<file path="src/rtl/sw_pe_affine_cfg.sv">
// Smith-Waterman systolic processing element with affine gap penalty.
// Scoring constants come in at run time, all score arithmetic saturates,
// en=0 freezes the whole PE, and the PE remembers its best V together with
// the reference position at which that V was produced.
module sw_pe_affine_cfg #(
  parameter int WIDTH     = 10,
  parameter int SYM_WIDTH = 2,
  parameter int POS_WIDTH = 16
) (
  input  logic                        clk,
  input  logic                        rst,
  input  logic                        en,
  input  logic signed [WIDTH-1:0]     V_in,
  input  logic signed [WIDTH-1:0]     F_in,
  input  logic        [SYM_WIDTH-1:0] T_in,
  input  logic        [SYM_WIDTH-1:0] S_in,
  input  logic                        store_S_in,
  input  logic                        init_in,
  input  logic signed [WIDTH-1:0]     init_V,
  input  logic signed [WIDTH-1:0]     init_E,
  input  logic signed [WIDTH-1:0]     init_V_diag,
  input  logic signed [WIDTH-1:0]     cfg_match,
  input  logic signed [WIDTH-1:0]     cfg_mismatch,
  input  logic signed [WIDTH-1:0]     cfg_gap_open,
  input  logic signed [WIDTH-1:0]     cfg_gap_extend,
  input  logic                        max_clr,
  output logic signed [WIDTH-1:0]     V_out,
  output logic signed [WIDTH-1:0]     E_out,
  output logic signed [WIDTH-1:0]     F_out,
  output logic        [SYM_WIDTH-1:0] T_out,
  output logic        [SYM_WIDTH-1:0] S_out,
  output logic                        store_S_out,
  output logic                        init_out,
  output logic signed [WIDTH-1:0]     max_score,
  output logic        [POS_WIDTH-1:0] max_pos
);

  localparam logic signed [WIDTH-1:0] SCORE_MAX  = {1'b0, {(WIDTH-1){1'b1}}};
  localparam logic signed [WIDTH-1:0] SCORE_MIN  = {1'b1, {(WIDTH-1){1'b0}}};
  localparam logic signed [WIDTH-1:0] SCORE_ZERO = '0;

  logic signed [WIDTH-1:0] v_diag;
  logic [POS_WIDTH-1:0]    pos;
  logic signed [WIDTH-1:0] new_e, new_f, diag, new_v;

  // One extra bit of headroom; the top two bits disagree only on overflow,
  // and the top bit then tells which rail to clamp to.
  function automatic logic signed [WIDTH-1:0] sat_add(input logic signed [WIDTH-1:0] a,
                                                       input logic signed [WIDTH-1:0] b);
    logic [WIDTH:0] s;
    s = {a[WIDTH-1], a} + {b[WIDTH-1], b};
    if (s[WIDTH] != s[WIDTH-1])
      sat_add = s[WIDTH] ? SCORE_MIN : SCORE_MAX;
    else
      sat_add = s[WIDTH-1:0];
  endfunction

  function automatic logic signed [WIDTH-1:0] smax(input logic signed [WIDTH-1:0] a,
                                                    input logic signed [WIDTH-1:0] b);
    smax = (a > b) ? a : b;
  endfunction

  // Cell recurrence: left gap (E), up gap (F), diagonal, floored at zero.
  always_comb begin
    new_e = smax(sat_add(V_out, cfg_gap_open), sat_add(E_out, cfg_gap_extend));
    new_f = smax(sat_add(V_in, cfg_gap_open), sat_add(F_in, cfg_gap_extend));
    diag  = sat_add(v_diag, (S_out == T_in) ? cfg_match : cfg_mismatch);
    new_v = smax(smax(SCORE_ZERO, new_e), smax(new_f, diag));
  end

  // Shift paths and score registers; init_in=0 preloads the boundary values.
  always_ff @(posedge clk) begin
    if (rst) begin
      V_out       <= '0;
      E_out       <= '0;
      F_out       <= '0;
      v_diag      <= '0;
      T_out       <= '0;
      S_out       <= '0;
      store_S_out <= 1'b0;
      init_out    <= 1'b0;
    end else if (en) begin
      store_S_out <= store_S_in;
      init_out    <= init_in;
      T_out       <= T_in;
      if (store_S_in) S_out <= S_in;
      if (init_in) begin
        v_diag <= V_in;
        E_out  <= new_e;
        F_out  <= new_f;
        V_out  <= new_v;
      end else begin
        v_diag <= init_V_diag;
        E_out  <= init_E;
        V_out  <= init_V;
        F_out  <= '0;
      end
    end
  end

  // Best-score tracker; strict compare keeps the earliest position on ties,
  // and a clear wins over a same-cycle capture.
  always_ff @(posedge clk) begin
    if (rst) begin
      max_score <= '0;
      max_pos   <= '0;
      pos       <= '0;
    end else if (en) begin
      if (max_clr) begin
        max_score <= '0;
        max_pos   <= '0;
        pos       <= '0;
      end else if (init_in) begin
        if (new_v > max_score) begin
          max_score <= new_v;
          max_pos   <= pos;
        end
        pos <= pos + POS_WIDTH'(1);
      end
    end
  end

endmodule

</file>
<file path="config.mk">
export PLATFORM = sky130hd
export DESIGN_NAME = sw_pe_affine_cfg
export DESIGN_NICKNAME = d
export VERILOG_FILES = /design/src/rtl/sw_pe_affine_cfg.sv
export SDC_FILE = /design/constraint.sdc
export NUM_CORES = 1
export LEC_CHECK = 0
export ABC_AREA = 0
export BUFFER_PORTS_ARGS = -buffer_cell sky130_fd_sc_hd__buf_2
export CORE_MARGIN = 4
export CORE_UTILIZATION = 30
export DETAILED_ROUTE_END_ITERATION = 8
export HOLD_SLACK_MARGIN = 0.1
export SYNTH_ARGS = -nofsm -noshare
export SYNTH_HDL_FRONTEND = slang
export SYNTH_SLANG_ARGS = --single-unit
</file>
<file path="constraint.sdc">
create_clock -name clk -period 14.45 [get_ports clk]
set_input_delay 1.445 -clock clk [delete_from_list [all_inputs] [get_ports clk]]
set_output_delay 1.445 -clock clk [all_outputs]
set_load 0.05 [all_outputs]
</file>
==> results by group, run 1 <==
Synthesis
  • Syn_nets: 1203
  • Primary FF master, synth: dfxtp_1
  • Synth warn: 0
  • Synth Area per Inst: 8.31 um2
  • Top cells by area, synth: dfxtp_1 (21%), ha_1 (17%), nor2_1 (4.6%), inv_1 (3.2%), mux2i_1 (3.1%)
  • Synth top area share: 21.5%
  • Ys async rst share: 0%
  • Seq/Total Area, Yosys: 21.5%
  • Cell variety after synth: 95
  • Synthesized area: a little over 0.008 mm2
  • Number of synthesized register bits: 88
  • Post-synth top area cell: dfxtp_1
  • Syn Inst Count: 987
  • Post-synth EDFFs: 0

CTS
  • Post-CTS Hold Buffers: 0
  • CTS tree: done
  • Htree depth: 3
  • CTS clk-pin slew, worst paths: 80 ps
  • CTS max path bufs: 2
  • CTS root buffer: clkbuf_16
  • TritonCTS Sinks: 88
  • Resize count post-CTS: 0
  • Worst-Skew Late Latency: 350 ps
  • Total setup buffers inserted after CTS: 0
  • Cts bufs inserted: 9

Die
  • Initial Util: 30.4%
  • Die Area: 0.0300 mm2
  • Die Ht: about 170 um
  • Top Ports: between 150 and 200
  • Die width: approximately 170 um
  • Site row count: 60
  • Core Box Area: 0.0270 mm2

Worst setup path
  • Critical path's slowest cell: nor2_1
  • Cell repeated most along the worst path: ha_1
  • Crit Path Max Fanout: 17
  • Setup CP Type: input port to register
  • Top delay family on crit path: compound AO/OA/AOI/OAI gates
  • Worst Setup Start Kind: input port
  • CP arrival: between 10000 and 15000 ps
  • Critical Path RT: 14740 ps
  • Largest stage delay on the critical path: 780 ps
  • Worst path bufs/invs: 5
  • FF-to-FF Start: E_out[0]
  • CP endpoint kind: register
  • Critical Path Start: V_in[1]

Timing
  • Unrepaired setup endpoints after global routing: no
  • Final cycle utilization of the critical path: 82.6%
  • Setup_tns: 0 ps
  • Least-Margin Pin Slew: 1000 ps
  • Hold Fails Final Rpt: 0
  • Peak Freq: 0.0838 GHz
  • Min Tclk post-route: 11940 ps
  • Fin Hold WS: about 460 ps
  • Setup Skew: 15.5 ps
  • Slew Limit Fails: 0
  • Slew headroom: approximately 33%
  • Final setup fails: 0

Routing
  • Vias post-DR: about 8000
  • Detailed Routing Iterations Pass 1: 5
  • Routed WL: ~27000 um
  • DRC viols: 0
  • Initial drt markers: 594
  • Post-DRT Antenna Nets: 0
  • DR WL/cell: 18.6 um
  • Vias per cell: 5.43

Run status
  • Status: finished clean

Min path
  • Tightest Hold Check Type: register to register
  • Hold path start: init_out

Cells and area
  • Area Overhead vs Synth: 17.5%
  • Share of cells above drive strength 1: 20.6%
  • Post-Layout Cell Count: between 1000 and 1500
  • Multi-input logic area: 0.00603 mm2
  • Storage cell area: 0.00176 mm2
  • Fin nets: approximately 1300
  • Fill cells: between 2000 and 3000
  • ANT cells: 0

Placement
  • I/O Buffers: 161
  • Gp weighted congestion: 0.949
  • Dpl cells: 1461
  • Placed wire-length estimate: between 20000 and 25000 um

Global routing
  • Largest net degree at the start of global routing: 44
  • GRT Total Usage: 17.5%
  • Initial antenna violation count: 0
  • First-pass GRT wire length: 42500 um
  • Vias in the first global route: 7435
  • Grt ovf: 0

Job
  • Max Cap Viol: 0
[worst register-to-register path, delay by kind of cell (launching register included)]
kind	cells	cell delay (ps)
simple gates	10	2340
buf+inv	4	760
flops	1	340
compound gates	14	4200
fa+ha+maj	6	1880
[sequential cells by signal, indices dropped and copies added, names as in the netlist]
register	flops
v_diag	10
F_out	10
init_out	1
max_pos	16
max_score	10
T_out	2
E_out	10
S_out	2
V_out	10
store_S_out	1
pos	16
[final cells by class]
type | instances | area share (%)
multi-input cells | 794 | 62.6
flip-flops and latches | 88 | 18.3
clock inverters | 7 | 0.753
well taps | 341 | 4.43
repair buffers | 168 | 8.91
inverters | 70 | 2.73
clock buffers | 9 | 2.34
[cells by family (layout without fill, tap and decap cells)]
group | Yosys count | in the layout | synth area share (%)
compound gates | 307 | 307 | 28.3
xor+xnor | 38 | 38 | 4.06
fa+ha+maj | 116 | 116 | 18.2
buf+inv | 105 | 254 | 5.02
flops | 88 | 88 | 21.5
mux | 43 | 43 | 5.78
other cells | 1 | 1 | 0.0457
simple gates | 289 | 289 | 17.2
[cell usage after synthesis (6+ instances only)]
| master | n |
|---|---|
| a21oi_1 | 35 |
| clkbuf_1 | 21 |
| ha_1 | 111 |
| o21ai_1 | 14 |
| dfxtp_1 | 88 |
| nand2_1 | 65 |
| o2bb2ai_1 | 6 |
| o21a_1 | 15 |
| and3_1 | 22 |
| mux2_2 | 14 |
| o31ai_1 | 7 |
| a311oi_1 | 7 |
| nor2b_1 | 9 |
| xnor2_1 | 18 |
| nand2b_1 | 11 |
| o22ai_1 | 6 |
| xor2_1 | 20 |
| o311ai_0 | 6 |
| nand4_1 | 12 |
| o21ai_0 | 39 |
| nor2_1 | 101 |
| o21bai_1 | 7 |
| o211ai_1 | 14 |
| nand3_1 | 16 |
| and2_1 | 7 |
| a31oi_1 | 14 |
| a21o_1 | 18 |
| a22oi_1 | 9 |
| nor3_1 | 16 |
| a22o_1 | 20 |
| mux2i_1 | 25 |
| inv_1 | 69 |
| a211oi_1 | 29 |
| buf_2 | 8 |
[per-stage QoR]
| step | area [um2] | setup WS, ps | utilization [%] |
|---|---|---|---|
| floorplan | 8200 | 4090 | - |
| global placement | 9340 | 2350 | 34.6 |
| detailed placement | 9340 | 2300 | 34.6 |
| CTS | 9640 | 2630 | 35.8 |
| global route | 9640 | 1640 | 35.8 |
| finish | 9640 | 2510 | 35.8 |
[cell usage in the layout (no fill, tap or decap), drive strengths merged, types with 27 or more instances in the layout]
| cell | n |
|---|---|
| buf | 168 |
| inv | 72 |
| o21ai | 57 |
| nor2 | 102 |
| dfxtp | 88 |
| a211oi | 31 |
| mux2i | 27 |
| a21oi | 37 |
| ha | 111 |
| nand2 | 65 |
[path summary, 6_finish.rpt]
kind | to | slack (ps) | cells after the start
worst min register to register | init_out | 460 | 2
worst min-delay path | init_out | 460 | 2
worst max register to register | max_pos[2] | 4870 | 34
worst max-delay path | max_pos[2] | 2510 | 45
[per-layer routing]
layer | GRT usage (%) | vias up | part of all wire [%]
met5 | 0 | - | 0
met4 | 3.56 | 0 | 1.6
met3 | 3.16 | 21 | 6.2
met2 | 26.6 | 269 | 42
met1 | 26.0 | 3758 | 50
li1 | - | 3966 | -
Power of run 1 is not shown: default switching activity piles up to over one toggle a cycle in this logic, so the estimate is an artifact.
==> run 2, diff against run 1 <==
Clock period 14.45 ns to 10.29 ns, I/O delays scaled along.
==> run 2 against run 1 <==
Via count is 1.1% higher. Clock skew is 1.9 ps lower. Critical path depth rose by 2. Clock-buffer cell count unchanged. Worst hold slack improved by 6.4 ps. Routed wire length is 0.77% higher. Sequential share of layout area is 0.88 points lower. Final cell count up 2.8%.
==> results by group, run 2 (synthesis results as in run 1) <==
Run status
  • Status: finished clean

Worst setup path
  • CP endpoint kind: register
  • FF-to-FF Start: S_out[0]
  • Cell repeated most along the worst path: ha_1
  • Critical path's slowest cell: fa_1
  • Worst R2R End: max_pos[10]
  • Largest stage delay on the critical path: 410 ps
  • Setup CP Type: input port to register
  • Critical Path RT: 10530 ps
  • Crit Path Max Fanout: 19
  • R2R depth: 38
  • CP arrival: 9990 ps
  • Reg2reg setup slack: ~1500 ps
  • Worst Setup Start Kind: input port

Timing
  • Final cycle utilization of the critical path: 94.8%
  • Fin Hold WS: 469 ps
  • Slew headroom: about 17%
  • Slew Limit Fails: 0
  • Min Tclk post-route: 9760 ps
  • Setup_tns: 0 ps
  • Setup Skew: 13.5 ps
  • Peak Freq: 0.103 GHz
  • Hold Fails Final Rpt: 0
  • Least-Margin Pin Slew: 1230 ps
  • Final setup fails: 0

CTS
  • Cts bufs inserted: 9
  • Worst-Skew Late Latency: around 340 ps
  • CTS clk-pin slew, worst paths: 80 ps
  • Post-CTS Hold Buffers: 0
  • TritonCTS Sinks: 88
  • Htree depth: 3
  • CTS tree: done
  • CTS max path bufs: 2
  • CTS root buffer: clkbuf_16

Global routing
  • Initial antenna violation count: 1
  • Vias in the first global route: 7777
  • Largest net degree at the start of global routing: 44
  • Grt ovf: 0
  • GRT Total Usage: 17.5%
  • First-pass GRT wire length: approximately 43000 um

Die
  • Site row count: 60
  • Die width: 173 um
  • Die Area: 0.0300 mm2
  • Die Ht: ~170 um
  • Top Ports: 162
  • Initial Util: 30.4%
  • Core Box Area: 0.0270 mm2

Min path
  • Hold path depth: 2
  • Hold path start: init_out
  • Sink of the worst hold path: init_out
  • Tightest Hold Check Type: register to register

Job
  • Max Cap Viol: 0

Cells and area
  • Commonest cells after routing, fill and taps aside: buf_2 (161), ha_1 (109), nor2_1 (99)
  • Fin nets: 1389
  • ANT cells: 0
  • Share of cells above drive strength 1: 25.3%
  • Commonest non-fill, non-tap cell in the layout: buf_2
  • Area Overhead vs Synth: 23.4%
  • Registers with the most flip-flops: max_pos: 16 flops, pos: 16 flops

Placement
  • Placed wire-length estimate: 22700 um
  • I/O Buffers: 161
  • Gp weighted congestion: ~0.9

Routing
  • Detailed Routing Iterations Pass 1: 5
  • Vias post-DR: approximately 8000
  • Post-DRT Antenna Nets: 0
  • Routed WL: 27700 um
  • DR WL/cell: 18.2 um
  • Initial drt markers: 502
  • Vias per cell: 5.33
  • DRC viols: 0
## run 2: layout make-up
type | instances | area (um2)
tap | 341 | 427
sequential | 88 | 1760
clock inverter | 7 | 72.6
multi-input combinational | 794 | 6180
timing repair buffer | 210 | 1190
inverter | 70 | 263
fill | 2801 | 16800
clock buffer | 9 | 225
## run 2: how the worst max path moves through the flow
stage | slack [ps] | startpoint | cells past startpoint | endpoint
after floorplan | 350 | F_in[0] | 43 | max_score[3]
after global placement | 90 | V_in[0] | 47 | max_pos[9]
after detailed placement | -120 | V_in[0] | 45 | max_pos[9]
after CTS | 210 | V_in[0] | 45 | max_pos[9]
after global routing | -70 | V_in[0] | 47 | max_pos[15]
final | 530 | V_in[0] | 47 | max_pos[10]
## run 2: what timing repair did
| action | CTS | global route |
|---|---|---|
| resized for setup | 0 | 34 |
| setup buffers | 0 | 5 |
| endpoints found under the setup margin | 0 | 26 |
## run 2: routing by layer
layer,GRT usage (%),vias up,share of wire (%)
met5,0,-,0.047
met4,3.33,2,1.5
met3,3.38,20,6.2
met2,27.0,248,43
met1,25.6,3776,50
li1,-,4055,-
## run 2: critical path, delay by kind of cell
family	cells	cell delay, ps
AOI/OAI and AO/OA	17	3130
and+or+nand+nor	15	2330
adders and majority gates	7	2090
buffers and inverters	7	1010
muxes	1	360
## run 2: per-stage QoR
| stage | utilization (%) | area (um2) | worst slack, ps | cells |
|---|---|---|---|---|
| global placement | 35.7 | 9630 | 94.7 | 1498 |
| finish | 37.6 | 10100 | 534 | 1519 |
| CTS | 36.8 | 9930 | 206 | 1514 |
| detailed placement | 35.7 | 9630 | -116 | 1498 |
| global route | 37.6 | 10100 | -66.1 | 1519 |
| floorplan | - | 8200 | 345 | 987 |
Power of run 2 is left out for the same reason.
==> run 3, diff against run 2 <==
Settings changed: BUFFER_PORTS_ARGS -buffer_cell sky130_fd_sc_hd__buf_2 to default, DONT_BUFFER_PORTS from default to 1.
==> run 3 against run 2 <==
Final cell count is 12% lower. Clock skew is 2.7 ps higher. Design area is 10% lower. Die area stayed put. Routed wire length is 0.84% lower. Maximum frequency is 0.66% lower. Via count is 6.2% lower. Global-route usage is 0.12 points lower. First-iteration DRC count is 24% higher. Sequential cell count stayed put. Critical path depth is 1 higher. Critical endpoint is now max_pos[0].
==> results by group, run 3 (synthesis results as in run 1) <==
Cells and area
  • Post-Layout Cell Count: about 1300
  • ANT cells: 0
  • Commonest non-fill, non-tap cell in the layout: ha_1
  • Area Overhead vs Synth: 10.9%
  • Commonest cells after routing, fill and taps aside: ha_1 (111), nor2_1 (100), dfxtp_1 (88)
  • Share of cells above drive strength 1: between 10 and 15%
  • Registers with the most flip-flops: max_pos: 16 flops, pos: 16 flops
  • Fill cells: between 2000 and 3000
  • Fin nets: 1205

Global routing
  • Vias in the first global route: 7081
  • Grt ovf: 0
  • GRT Total Usage: 17.4%
  • First-pass GRT wire length: 41800 um
  • Initial antenna violation count: 1
  • Largest net degree at the start of global routing: 44

Placement
  • Gp weighted congestion: 0.922
  • Placed wire-length estimate: 22500 um
  • Dpl cells: 1317
  • I/O Buffers: 0
  • DP Worst Slack: -254 ps

Routing
  • Routed WL: 27400 um
  • Vias per cell: 5.69
  • Max layer used: met5
  • Vias post-DR: 7598
  • DRC viols: 0
  • Post-DRT Antenna Nets: 0
  • Routed wl met2: between 10000 and 15000 um
  • Routed length on met1: 12400 um
  • DR WL/cell: 20.6 um
  • Initial drt markers: about 620
  • Routed met3 length: ~3000 um
  • Detailed Routing Iterations Pass 1: 5

Worst setup path
  • Worst path bufs/invs: 8
  • Crit Path Max Fanout: 20
  • CP arrival: slightly above 10000 ps
  • Worst Setup Start Kind: input port
  • Top delay family on crit path: compound AO/OA/AOI/OAI gates
  • Cell repeated most along the worst path: ha_1
  • Critical Path RT: 10530 ps
  • Setup CP Type: input port to register
  • Critical path's slowest cell: mux2_4
  • Largest stage delay on the critical path: 340 ps
  • CP endpoint kind: register

CTS
  • TritonCTS Sinks: 88
  • CTS clk-pin slew, worst paths: approximately 70 ps
  • CTS tree: done
  • Post-CTS Hold Buffers: 0
  • CTS max path bufs: 2
  • CTS root buffer: clkbuf_16
  • Htree depth: 3
  • Cts bufs inserted: 9
  • Worst-Skew Late Latency: 340 ps

Timing
  • Min Tclk post-route: 9820 ps
  • Final setup fails: 0
  • Slew Limit Fails: 0
  • Peak Freq: ~0.10 GHz
  • Final WS setup: 470 ps
  • Least-Margin Pin Slew: 1210 ps
  • Setup Skew: approximately 16 ps
  • Final cycle utilization of the critical path: 95.4%
  • Slew headroom: 19.0%
  • Hold Fails Final Rpt: 0

Die
  • Die Ht: 173 um
  • Initial Util: 30.4%
  • Top Ports: 162
  • Core Box Area: 0.0270 mm2
  • Site row count: 60
  • Die width: around 170 um
  • Die Area: 0.0300 mm2

Job
  • Max Cap Viol: 0

Min path
  • Tightest Hold Check Type: register to register

Run status
  • Status: finished clean
## run 3: final timing paths
path / startpoint / end / slack, ps / depth (start not counted)
hold / removal: v_diag[9] / v_diag[9] / 500 / 2
setup / recovery: V_in[0] / max_pos[0] / 470 / 48
hold reg to reg: v_diag[9] / v_diag[9] / 500 / 2
setup reg to reg: S_out[1] / max_pos[0] / 850 / 40
## run 3: repair_timing
action	CTS	global route
gates resized for setup	0	23
setup endpoints to repair	0	26
setup buffers	0	2
## run 3: routing by layer
layer	vias up	GRT usage, %
met5	-	0
met4	2	2.76
met3	18	5.69
met2	326	26.6
met1	3555	24.4
li1	3697	-
## run 3: layout make-up
cell class | instances | area, um2 | share of cell area, %
timing repair buffer | 26 | 208 | 2.28
multi-input combinational | 794 | 6140 | 67.5
clock buffer | 9 | 225 | 2.48
tap | 341 | 427 | 4.69
inverter | 70 | 263 | 2.89
clock inverter | 7 | 72.6 | 0.798
sequential | 88 | 1760 | 19.4
## run 3: stage by stage
step / hold slack, ps / utilization [%] / TNS [ps] / instance area [um2]
after floorplan: 462 / - / 0 / 8200
after global placement: 478 / 32.2 / 0 / 8670
after detailed placement: 480 / 32.2 / -4700 / 8670
after CTS: 491 / 33.3 / 0 / 8970
after global routing: 530 / 33.8 / -51.1 / 9100
final: 496 / 33.8 / 0 / 9100
## run 3: worst min-delay path, stage by stage (launching register included)
cell      delay (ps)
dfxtp_1          320
nor2_1            90
a211oi_1          50
Power of run 3 is left out for the same reason.
